===== src/rtl/crypto_wallet_gpio_rmw_arbiter.sv =====
// Two-requester Avalon-MM master for a bidirectional GPIO PIO. It keeps shadow copies of
// data_out and data_dir, so each masked bit operation becomes a full-word PIO write.
module crypto_wallet_gpio_rmw_arbiter #(
  parameter int WIDTH      = 32,
  parameter bit FIXED_PRIO = 1'b0
) (
  input  logic             clk,
  input  logic             reset_n,
  input  logic             req0_valid,
  input  logic [1:0]       req0_op,
  input  logic [WIDTH-1:0] req0_mask,
  input  logic [WIDTH-1:0] req0_data,
  output logic             req0_done,
  output logic [WIDTH-1:0] req0_rdata,
  input  logic             req1_valid,
  input  logic [1:0]       req1_op,
  input  logic [WIDTH-1:0] req1_mask,
  input  logic [WIDTH-1:0] req1_data,
  output logic             req1_done,
  output logic [WIDTH-1:0] req1_rdata,
  output logic [1:0]       pio_address,
  output logic             pio_chipselect,
  output logic             pio_write_n,
  output logic [WIDTH-1:0] pio_writedata,
  input  logic [WIDTH-1:0] pio_readdata,
  output logic [WIDTH-1:0] out_shadow,
  output logic [WIDTH-1:0] dir_shadow
);

  typedef enum logic [1:0] {S_IDLE, S_EXEC, S_RWAIT, S_RESP} state_e;

  localparam logic [1:0] OP_RDPIN = 2'b00;
  localparam logic [1:0] OP_WROUT = 2'b01;
  localparam logic [1:0] OP_WRDIR = 2'b10;
  localparam logic [1:0] OP_RDDIR = 2'b11;

  state_e             state_q, state_d;
  logic               gnt_q, gnt_d;
  logic               last_grant_q, last_grant_d;
  logic [1:0]         op_q, op_d;
  logic [WIDTH-1:0]   mask_q, mask_d;
  logic [WIDTH-1:0]   data_q, data_d;
  logic [WIDTH-1:0]   out_shadow_q, out_shadow_d;
  logic [WIDTH-1:0]   dir_shadow_q, dir_shadow_d;
  logic [WIDTH-1:0]   rdata0_q, rdata0_d;
  logic [WIDTH-1:0]   rdata1_q, rdata1_d;
  logic               pick;
  logic [WIDTH-1:0]   write_val;

  // NOTE: every combinational output and next-state gets a default first, so no path infers a latch.
  always_comb begin
    state_d        = state_q;
    gnt_d          = gnt_q;
    last_grant_d   = last_grant_q;
    op_d           = op_q;
    mask_d         = mask_q;
    data_d         = data_q;
    out_shadow_d   = out_shadow_q;
    dir_shadow_d   = dir_shadow_q;
    rdata0_d       = rdata0_q;
    rdata1_d       = rdata1_q;
    pio_address    = 2'd0;
    pio_chipselect = 1'b0;
    pio_write_n    = 1'b1;
    pio_writedata  = '0;
    req0_done      = 1'b0;
    req1_done      = 1'b0;

    // Round-robin favours whoever was not served last; a lone requester always wins.
    if (req0_valid && req1_valid) pick = FIXED_PRIO ? 1'b0 : ~last_grant_q;
    else                          pick = req1_valid;

    write_val = (((op_q == OP_WRDIR) ? dir_shadow_q : out_shadow_q) & ~mask_q)
              | (data_q & mask_q);

    case (state_q)
      S_IDLE: begin
        if (req0_valid || req1_valid) begin
          gnt_d   = pick;
          op_d    = pick ? req1_op   : req0_op;
          mask_d  = pick ? req1_mask : req0_mask;
          data_d  = pick ? req1_data : req0_data;
          state_d = S_EXEC;
        end
      end
      S_EXEC: begin
        case (op_q)
          OP_WROUT: begin
            pio_chipselect = 1'b1;
            pio_write_n    = 1'b0;
            pio_writedata  = write_val;
            out_shadow_d   = write_val;
            state_d        = S_RESP;
          end
          OP_WRDIR: begin
            pio_address    = 2'd1;
            pio_chipselect = 1'b1;
            pio_write_n    = 1'b0;
            pio_writedata  = write_val;
            dir_shadow_d   = write_val;
            state_d        = S_RESP;
          end
          OP_RDPIN: begin
            pio_chipselect = 1'b1;
            state_d        = S_RWAIT;
          end
          default: begin
            if (gnt_q) rdata1_d = dir_shadow_q;
            else       rdata0_d = dir_shadow_q;
            state_d = S_RESP;
          end
        endcase
      end
      S_RWAIT: begin
        // PIO readdata is registered, so the value for the EXEC address arrives now.
        if (gnt_q) rdata1_d = pio_readdata;
        else       rdata0_d = pio_readdata;
        state_d = S_RESP;
      end
      S_RESP: begin
        req0_done    = ~gnt_q;
        req1_done    = gnt_q;
        last_grant_d = gnt_q;
        state_d      = S_IDLE;
      end
      default: state_d = S_IDLE;
    endcase
  end

  // NOTE: sequential state uses non-blocking assignments so all registers update together.
  always_ff @(posedge clk or negedge reset_n) begin
    if (!reset_n) begin
      state_q      <= S_IDLE;
      gnt_q        <= 1'b0;
      last_grant_q <= 1'b1;
      op_q         <= OP_RDPIN;
      mask_q       <= '0;
      data_q       <= '0;
      out_shadow_q <= '0;
      dir_shadow_q <= '0;
      rdata0_q     <= '0;
      rdata1_q     <= '0;
    end else begin
      state_q      <= state_d;
      gnt_q        <= gnt_d;
      last_grant_q <= last_grant_d;
      op_q         <= op_d;
      mask_q       <= mask_d;
      data_q       <= data_d;
      out_shadow_q <= out_shadow_d;
      dir_shadow_q <= dir_shadow_d;
      rdata0_q     <= rdata0_d;
      rdata1_q     <= rdata1_d;
    end
  end

  assign req0_rdata = rdata0_q;
  assign req1_rdata = rdata1_q;
  assign out_shadow = out_shadow_q;
  assign dir_shadow = dir_shadow_q;

endmodule


===== config.mk =====
export PLATFORM = sky130hd
export DESIGN_NAME = crypto_wallet_gpio_rmw_arbiter
export DESIGN_NICKNAME = d
export VERILOG_FILES = /design/src/rtl/crypto_wallet_gpio_rmw_arbiter.sv
export SDC_FILE = /design/constraint.sdc
export NUM_CORES = 1
export LEC_CHECK = 0
export CAP_MARGIN = 15
export CORE_ASPECT_RATIO = 1.5
export CORE_MARGIN = 4
export CORE_UTILIZATION = 42
export CTS_CLUSTER_DIAMETER = 100
export CTS_CLUSTER_SIZE = 25
export DETAILED_ROUTE_END_ITERATION = 10
export PLACE_DENSITY = 0.84
export SLEW_MARGIN = 10
export SYNTH_ARGS = -nofsm -noshare
export SYNTH_HDL_FRONTEND = slang
export SYNTH_SLANG_ARGS = --single-unit
export TNS_END_PERCENT = 1

===== constraint.sdc =====
create_clock -name clk -period 1.9 [get_ports clk]
set_input_delay 0.38 -clock clk [delete_from_list [all_inputs] [get_ports clk]]
set_output_delay 0.38 -clock clk [all_outputs]
set_load 0.1 [all_outputs]

==> run metrics, run 1 <==
mapped cell area 10100 sq um; post-route ant nets 0; Syn Area/Cell 9.97 sq um; Seq/Total Area, Yosys 49.1%; # nets final 1542; WL/cell 21.5 microns; syn nets 1190; number of DRC markers in iteration 0 490; clock-pin slew on the worst setup and hold paths 0.07 ns; die width 135 microns; dpl hpwl 25300 microns; largest net degree at the start of global routing 52; antenna violations before repair 12; RSZ-0062 raised after global routing true; grt met1 use 30.8%; worst hold path type in -> async; Crit path required time 1.52 ns; cell mode on critical path buf_12; final cell count without fillers 1710; final slew viol count 0; number of global-route vias before repair 10.0k; root buffer cell clkbuf_16; num rows 69; Crit Path Category reg -> out; failing checks negative setup slack; H-tree level count 4; Tmin final 2.45 ns; CTS tree yes; DRT Pass-1 Iters 5; Mapped Cells 1012; fill count 1595; Overflow after GRT 0; Clock Sinks 198; initial core utilization 42.7%; total CTS buffers 17; Primary FF master, synth dfrtp_1; first-pass GRT wire length 55900 microns; Synth cell types 38; dpl cell area 15300 sq um; status complete, but fails checks; CP Cell Sequence inv_2, buf_6, ha_4, nand2_8, buf_12, nor3_4, buf_12; # IOs 334; pre-CTS worst setup slack -0.153 ns; Via density 5.51; core region area 23700 sq um; Die Y-Extent 198 microns; final worst-path cycle share 129%; clk_skew 0.0154 ns; Worst Slack Setup Final -0.552 ns; ratio of cells with drive above 1 in the final layout 39.9%; drt total wl 36800 microns; Worst path max stage delay 0.36 ns; met2 usage in global routing 47.4%; warnings from Yosys 0; # Max-Cap Violations 0; GRT met3 Usage 5.95%; global route hottest layer met2; asr flop ratio synth 100%; type of origin of the critical path flop; GP Congestion 0.935; flops & latches, synth 198; fmax 408 MHz; Final Hold Viols 0; design area 16600 sq um; Area Overhead vs Synth 64.7%; Slowest cell on crit path dfrtp_1; endpoints failing setup 35; total number of vias 9429; WP data arrival 2.07 ns; crit-path max FO 13; global-route usage over all layers 27.2%; CP Capture Type primary output; Post-synth EDFFs 0; # port buffers 332; DR DRC count 0; latest clock arrival within the worst-skew pair 0.45 ns; Clock Tree Buf Depth 2; die area 26600 sq um; post-placement cell count 1643
## worst max-delay path: cells and delay by family, from the launching register on
family | cells | cell delay (ns)
adder cells (fa/ha/maj) | 1 | 0.30
AND/OR/NAND/NOR | 2 | 0.37
flip-flops | 1 | 0.36
buffers and inverters | 4 | 0.59
## cells in the mapped netlist (2+ instances only)
| cell type | instances | area [sq um] |
|---|---|---|
| nor3_1 | 31 | 155 |
| buf_4 | 3 | 22.5 |
| o22a_1 | 30 | 263 |
| buf_6 | 10 | 113 |
| buf_1 | 5 | 18.8 |
| clkbuf_1 | 22 | 82.6 |
| mux2_4 | 31 | 465 |
| nor2b_1 | 63 | 394 |
| a22o_1 | 2 | 17.5 |
| dfrtp_1 | 197 | 4930 |
| mux2_1 | 12 | 135 |
| buf_2 | 26 | 130 |
| a211oi_1 | 31 | 233 |
| nor2_1 | 157 | 589 |
| a22oi_1 | 2 | 15.0 |
| mux2_2 | 88 | 991 |
| o21ai_0 | 4 | 20.0 |
| nand2_1 | 105 | 394 |
| ha_1 | 10 | 125 |
| inv_1 | 4 | 15.0 |
| a21oi_1 | 160 | 801 |
| and2_1 | 3 | 18.8 |
## cells by family after synthesis
family | count (synthesis) | share of synthesized area (%)
multiplexers | 132 | 15.9
AO/OA/AOI/OAI | 236 | 14.0
flip-flops | 198 | 49.1
buffers and inverters | 70 | 3.78
AND/OR/NAND/NOR | 365 | 16.0
other | 1 | 0.0372
adder cells (fa/ha/maj) | 10 | 1.24
## layout by cell type (no fill, tap or decap), types with 4 or more instances in the layout
cell and count:
clkbuf_16 17, clkdlybuf4s50_1 166, buf_16 4, a211oi_2 23
diode_2 14, nor2b_1 43, buf_4 102, a21oi_1 160
a211oi_4 8, mux2_1 12, nor3_4 32, dfrtp_1 134
nor2b_4 9, ha_4 6, nor2b_2 12, o22a_1 30
buf_6 8, mux2_4 32, buf_12 113, nand2_1 103
o21ai_0 4, dfrtp_2 63, mux2_2 87, nor2_1 156
## area by class of cell
class                           count  area [sq um]  share of cell area, %
Antenna cell                       14          35.0                  0.211
Tap cell                          319           399                   2.40
Timing Repair Buffer              399          4990                   30.0
Clock inverter                     11           148                  0.888
Multi-Input combinational cell    744          5550                   33.4
Sequential cell                   198          5030                   30.3
Clock buffer                       21           450                   2.71
Inverter                            4          15.0                 0.0903
## through the flow
step | hold WS, ns | setup TNS (ns) | util [%]
finish | 0.470 | -15.31 | 70.3
global route | 0.483 | -17.93 | 70.2
CTS | 0.460 | -15.48 | 69.7
global placement | 0.387 | -2.14 | 64.6
floorplan | 0.0844 | -15.96 | -
detailed placement | 0.389 | -2.99 | 64.6
## sequential cells by signal (all words and copies together), names as in the netlist
name	cells
last_grant_q	1
req1_rdata	32
state_q	2
op_q	2
gnt_q	1
out_shadow	32
data_q	32
mask_q	32
req0_rdata	32
dir_shadow	32
## timing repair
| item | 4_1_cts | 5_1_grt |
|---|---|---|
| setup endpoints to repair | 37 | 57 |
| setup buffers | 15 | 1 |
| cloned | 5 | 0 |
| pin swaps | 25 | 9 |
| hold buffers | 1 | 0 |
| gates resized for setup | 82 | 19 |
| endpoints found under the hold margin | 45 | 0 |
## routing by layer
| layer | vias to the layer above | wire length [microns] |
|---|---|---|
| met3 | 109 | 2100 |
| met1 | 4666 | 13200 |
| met2 | 438 | 19500 |
| met4 | 0 | 2020 |
| li1 | 4216 | - |
| met5 | - | 0 |
## path summary, 6_finish.rpt
path                          startpoint  slack, ns  depth (start not counted)           endpoint
min                              reset_n       0.47                          2      req0_rdata[4]
min in group clk            req0_data[7]       0.47                          3          data_q[7]
max reg2reg                   state_q[0]       0.06                          6     req0_rdata[28]
min reg2reg                req0_rdata[6]       0.50                          1      req0_rdata[6]
max in group asynchronous        reset_n       0.76                          3     dir_shadow[22]
max                              op_q[0]      -0.55                          7  pio_writedata[17]
Power of run 1 is not shown: default switching activity piles up to over one toggle a cycle in this logic, so the estimate is an artifact.
==> run 2, diff against run 1 <==
--- a/config.mk
+++ b/config.mk
@@ -8,11 +8,11 @@
 export CAP_MARGIN = 15
 export CORE_ASPECT_RATIO = 1.5
 export CORE_MARGIN = 4
-export CORE_UTILIZATION = 42
+export CORE_UTILIZATION = 45
 export CTS_CLUSTER_DIAMETER = 100
 export CTS_CLUSTER_SIZE = 25
 export DETAILED_ROUTE_END_ITERATION = 10
-export PLACE_DENSITY = 0.84
+export PLACE_DENSITY = 0.86
 export SLEW_MARGIN = 10
 export SYNTH_ARGS = -nofsm -noshare
 export SYNTH_HDL_FRONTEND = slang
==> constraint.sdc (replaced) <==
create_clock -name clk -period 2.65 [get_ports clk]
set_input_delay 0.53 -clock clk [delete_from_list [all_inputs] [get_ports clk]]
set_output_delay 0.53 -clock clk [all_outputs]
set_load 0.1 [all_outputs]
==> run 2 against run 1 <==
  * The run still ends with negative setup slack left
  * Setup slack improved by 0.51 ns
  * Cell area fell by 8.9%
  * Wire length fell by 1.2%
  * Cell count fell by 4.6%
  * Sequential share of layout area rose by 2.4 points
  * First-iteration DRC count rose by 12%
  * Worst hold slack got worse by 0.38 ns
  * Critical path type unchanged
  * Critical endpoint is now pio_writedata[13]
  * Largest cell class unchanged
  * Highest routed layer is now met5
==> run metrics, run 2 (synthesis results as in run 1) <==
# nets final 1521 (-1.4%); fmax 371 MHz; clk_skew 0.0146 ns (-0.000892 ns); fill count 1536 (-3.7%); Final Hold Viols 0 (unchanged); worst hold path type in -> async; WP data arrival 2.17 ns (+0.10 ns); root buffer cell clkbuf_16; final cell count without fillers 1632 (-4.6%); clock-pin slew on the worst setup and hold paths 0.07 ns (about the same); DR DRC count 0 (unchanged); core region area 21900 sq um (-7.5%); CP Capture Type primary output; # port buffers 332 (unchanged); endpoints failing setup 4 (-89%); Die Y-Extent 191 microns (-3.3%); status complete, but fails checks; Overflow after GRT 0 (unchanged); ratio of cells with drive above 1 in the final layout 33.0% (-6.8 points); number of global-route vias before repair 9718 (-3.0%); Clock Sinks 198 (unchanged); largest net degree at the start of global routing 68 (+31%); Least-Margin Pin Slew 0.580 ns; commonest non-fill, non-tap cell in the layout dfrtp_1; num rows 66 (-4.3%); global-route usage over all layers 27.9% (+0.67 points); crit-path max FO 10 (-3); type of origin of the critical path flop; Max-slew headroom 61.3%; Clock Tree Buf Depth 2 (unchanged); GP Congestion 0.908 (-2.9%); initial core utilization 46.1% (+3.5 points); Crit Path Category reg -> out; total CTS buffers 17 (unchanged); H-tree level count 4 (unchanged); Final TNS setup -0.0815 ns (+15.23 ns); number of DRC markers in iteration 0 547 (+12%); Tmin final 2.70 ns; first-pass GRT wire length 52900 microns (-5.2%); Crit path required time 2.12 ns (+0.60 ns); # IOs 334 (unchanged); fin util 69.2% (-1.1 points); # Max-Cap Violations 0 (unchanged); post-placement cell count 1578 (-4.0%); die width 130 microns (-3.2%); Area Overhead vs Synth 50.0%; drt total wl 36300 microns (-1.2%); antenna violations before repair 5 (-7); Via density 5.71 (+3.6%); pre-CTS worst setup slack 0.253 ns (+0.406 ns); DRT Pass-1 Iters 5 (unchanged); RSZ-0062 raised after global routing true; die area 24900 sq um (-6.3%); failing checks negative setup slack; CTS tree yes; final worst-path cycle share 102%; dpl hpwl 24500 microns (-3.0%); Worst Slack Setup Final -0.0453 ns (+0.507 ns); final slew viol count 0 (unchanged); latest clock arrival within the worst-skew pair 0.44 ns (about the same); most frequent cells in the layout dfrtp_1, clkdlybuf4s50_1, a21oi_1; total number of vias 9319 (-1.2%); WL/cell 22.3 microns (+3.5%); post-route ant nets 0 (unchanged)
==> run 2: final cells by class <==
class | count | area (sq um) | area share (%)
clock buffers | 17 | 425 | 2.81
flip-flops and latches | 198 | 4960 | 32.7
well taps | 272 | 340 | 2.25
diodes | 4 | 10.0 | 0.0661
clock inverters | 15 | 119 | 0.785
repair buffers | 378 | 3970 | 26.2
inverters | 4 | 15.0 | 0.0992
multi-input cells | 744 | 5300 | 35.0
==> run 2: final timing paths <==
path | slack [ns] | from | cells past startpoint | end
worst max-delay path | -0.05 | op_q[1] | 8 | pio_writedata[13]
worst min-delay path | 0.09 | reset_n | 1 | req0_rdata[7]
worst max register to register | 0.35 | state_q[0] | 5 | req1_rdata[18]
worst min register to register | 0.51 | out_shadow[26] | 1 | out_shadow[26]
max in group asynchronous | 1.82 | reset_n | 2 | data_q[4]
min in group clk | 0.51 | out_shadow[26] | 1 | out_shadow[26]
==> run 2: routing by layer <==
metal	part of all wire (%)	wire length [microns]	global-route usage, %	vias to the layer above
met5	0.036	13	0	-
met3	6.2	2250	6.21	119
met4	5.1	1870	14.3	2
li1	-	-	-	4170
met2	54	19700	50.1	412
met1	34	12500	30.1	4616
==> run 2: critical path, cell delays in order (launching register included) <==
cell and delay [ns]:
dfrtp_1 0.42, buf_6 0.13, ha_4 0.17, buf_12 0.16
buf_12 0.13, buf_16 0.15, a211oi_2 0.29, nor3_4 0.09
buf_12 0.17
==> run 2: stage by stage <==
| stage | instance area (sq um) | hold slack (ns) |
|---|---|---|
| floorplan | 10200 | 0.234 |
| global placement | 13900 | 0.474 |
| detailed placement | 13900 | 0.493 |
| CTS | 14800 | 0.0996 |
| global route | 15100 | 0.115 |
| finish | 15100 | 0.0925 |
==> run 2: what timing repair did <==
| item | CTS | global route |
|---|---|---|
| pin swaps | 7 | 6 |
| buffers inserted | 8 | 3 |
| endpoints found under the setup margin | 31 | 28 |
| hold endpoints to repair | 0 | 0 |
| gates resized for setup | 43 | 37 |
| hold buffers | 0 | 0 |
| gates cloned | 3 | 4 |
Power of run 2 is left out for the same reason.
==> run 3, diff against run 2 <==
--- a/config.mk
+++ b/config.mk
@@ -7,7 +7,7 @@
 export LEC_CHECK = 0
 export CAP_MARGIN = 15
 export CORE_ASPECT_RATIO = 1.5
-export CORE_MARGIN = 4
+export CORE_MARGIN = 5
 export CORE_UTILIZATION = 45
 export CTS_CLUSTER_DIAMETER = 100
 export CTS_CLUSTER_SIZE = 25
==> run 3 against run 2 <==
  * The flow still finishes with violations (negative setup slack)
  * Wire length down 8.3%
  * Worst hold slack gained 0.019 ns
  * Global-route usage down 2.7 points
  * Critical path depth down 1
==> run metrics, run 3 (synthesis results as in run 1) <==
status complete, but fails checks; failing checks negative setup slack; Worst path max stage delay 0.42 ns (about the same); Worst Setup SP op_q[0]; Max-slew headroom 58.8% (-2.6 points); dpl hpwl 23600 microns (-3.9%); endpoints failing setup 1 (-3); H-tree level count 4 (unchanged); # IOs 334 (unchanged); fmax 371 MHz (about the same); CTS tree yes; core region area 22200 sq um (+1.5%); global-route usage over all layers 25.2% (-2.7 points); WP data arrival 2.17 ns (about the same); initial core utilization 45.4% (-0.69 points); clk_skew 0.0117 ns (-0.00284 ns); ratio of cells with drive above 1 in the final layout 30.9% (-2.1 points); final worst-path cycle share 102% (about the same); fill count 1642 (+6.9%); grt met1 use 29.0% (-1.1 points); DR DRC count 0 (unchanged); crit-path max FO 30 (+20); Final Hold Viols 0 (unchanged); final slew viol count 0 (unchanged); DRT Pass-1 Iters 5 (unchanged); commonest non-fill, non-tap cell in the layout dfrtp_1; total number of vias 9098 (-2.4%); # nets final 1507 (-0.92%); WL/cell 20.5 microns (-8.0%); post-route ant nets 0 (unchanged); total CTS buffers 17 (unchanged); register area 4960 sq um (unchanged); GRT met3 Usage 4.60% (-1.6 points); Worst R2R Start state_q[1]; hold_buf cts 0 (unchanged); most frequent cells in the layout dfrtp_1, clkdlybuf4s50_1, a21oi_1; drt total wl 33300 microns (-8.3%); Die Y-Extent 193 microns (+1.0%); first-pass GRT wire length 51500 microns (-2.7%); global route hottest layer met2; GP Congestion 0.873 (-3.8%); worst hold path type in -> async; die width 132 microns (+1.5%); met2 usage in global routing 43.3% (-6.8 points); Least-Margin Pin Slew 0.619 ns (+0.0385 ns); Multi-input gate area 5220 sq um (-1.5%); Crit Path Category reg -> out; Via density 5.59 (-2.1%); CP Cell Sequence inv_2, ha_4, buf_16, nor2b_1, a211oi_1, nor3_4, buf_12; Crit path required time 2.12 ns (about the same); number of DRC markers in iteration 0 547 (unchanged); Clock Tree Buf Depth 2 (unchanged); root buffer cell clkbuf_16; # port buffers 332 (unchanged); latest clock arrival within the worst-skew pair 0.44 ns (about the same); Clock Sinks 198 (unchanged); num rows 67 (+1.5%); Tmin final 2.70 ns (+0.00137 ns); type of origin of the critical path flop; antenna violations before repair 9 (+4); Area Overhead vs Synth 47.6%; clock-pin slew on the worst setup and hold paths 0.07 ns (about the same); Overflow after GRT 0 (unchanged); largest net degree at the start of global routing 72 (+5.9%); Worst Slack Setup Final -0.0466 ns (-0.00137 ns); number of global-route vias before repair 9404 (-3.2%); die area 25600 sq um (+2.6%); RSZ-0062 raised after global routing true; CP Capture Type primary output; Slowest cell on crit path dfrtp_1; pre-CTS worst setup slack 0.409 ns (+0.156 ns); # Max-Cap Violations 0 (unchanged)
run 3: changes by cell type in the layout (fill, tap and decap cells not counted), moves of 5 or more:
| cell | delta |
|---|---|
| diode_2 | +6 |
| buf_4 | -8 |
| nor3_4 | +5 |
| nor2b_1 | +11 |
| nor3_2 | -5 |
| nor2b_2 | -7 |
run 3: worst paths after layout:
path                                           to  depth (start not counted)  slack [ns]
max in group asynchronous           out_shadow[3]                          2        1.84
worst max register to register     req1_rdata[12]                          6        0.44
worst min register to register      req0_rdata[5]                          1        0.51
min in group clk                    req0_rdata[5]                          1        0.51
worst min-delay path                req0_rdata[7]                          1        0.11
worst max-delay path            pio_writedata[25]                          7       -0.05
run 3: routing by layer:
metal / routed length (microns) / vias up
met1: 12400 / 4496
met2: 17500 / 367
li1: - / 4140
met4: 1720 / 0
met3: 1780 / 95
met5: 0 / -
run 3: final cells by class:
cell class,count,area share [%]
flip-flops and latches,198,33.3
multi-input cells,744,35.0
clock buffers,19,2.97
diodes,10,0.168
well taps,276,2.32
clock inverters,13,0.983
inverters,4,0.101
repair buffers,364,25.2
run 3: critical path, delay by kind of cell, from the launching register on:
kind | cells | cell delay, ns
compound gates | 1 | 0.40
fa+ha+maj | 1 | 0.22
buf+inv | 3 | 0.49
flops | 1 | 0.42
simple gates | 2 | 0.16
run 3: repair_timing:
action                                  CTS  global route
pin swaps                                 1             9
gates cloned                              1             0
endpoints found under the setup margin   17            31
resized for setup                         5            45
buffers inserted                          2             2
run 3: metrics by stage:
| stage | hold WS (ns) | cells | cell area, sq um | util [%] | TNS (ns) |
|---|---|---|---|---|---|
| floorplan | 0.234 | 1012 | 10200 | - | -10.57 |
| global placement | 0.473 | 1581 | 13900 | 62.8 | 0 |
| detailed placement | 0.478 | 1581 | 13900 | 62.8 | 0 |
| CTS | 0.120 | 1616 | 14600 | 65.8 | 0 |
| global route | 0.140 | 1628 | 14900 | 67.1 | -1.47 |
| finish | 0.111 | 1628 | 14900 | 67.1 | -0.0466 |
Power of run 3 is left out for the same reason.
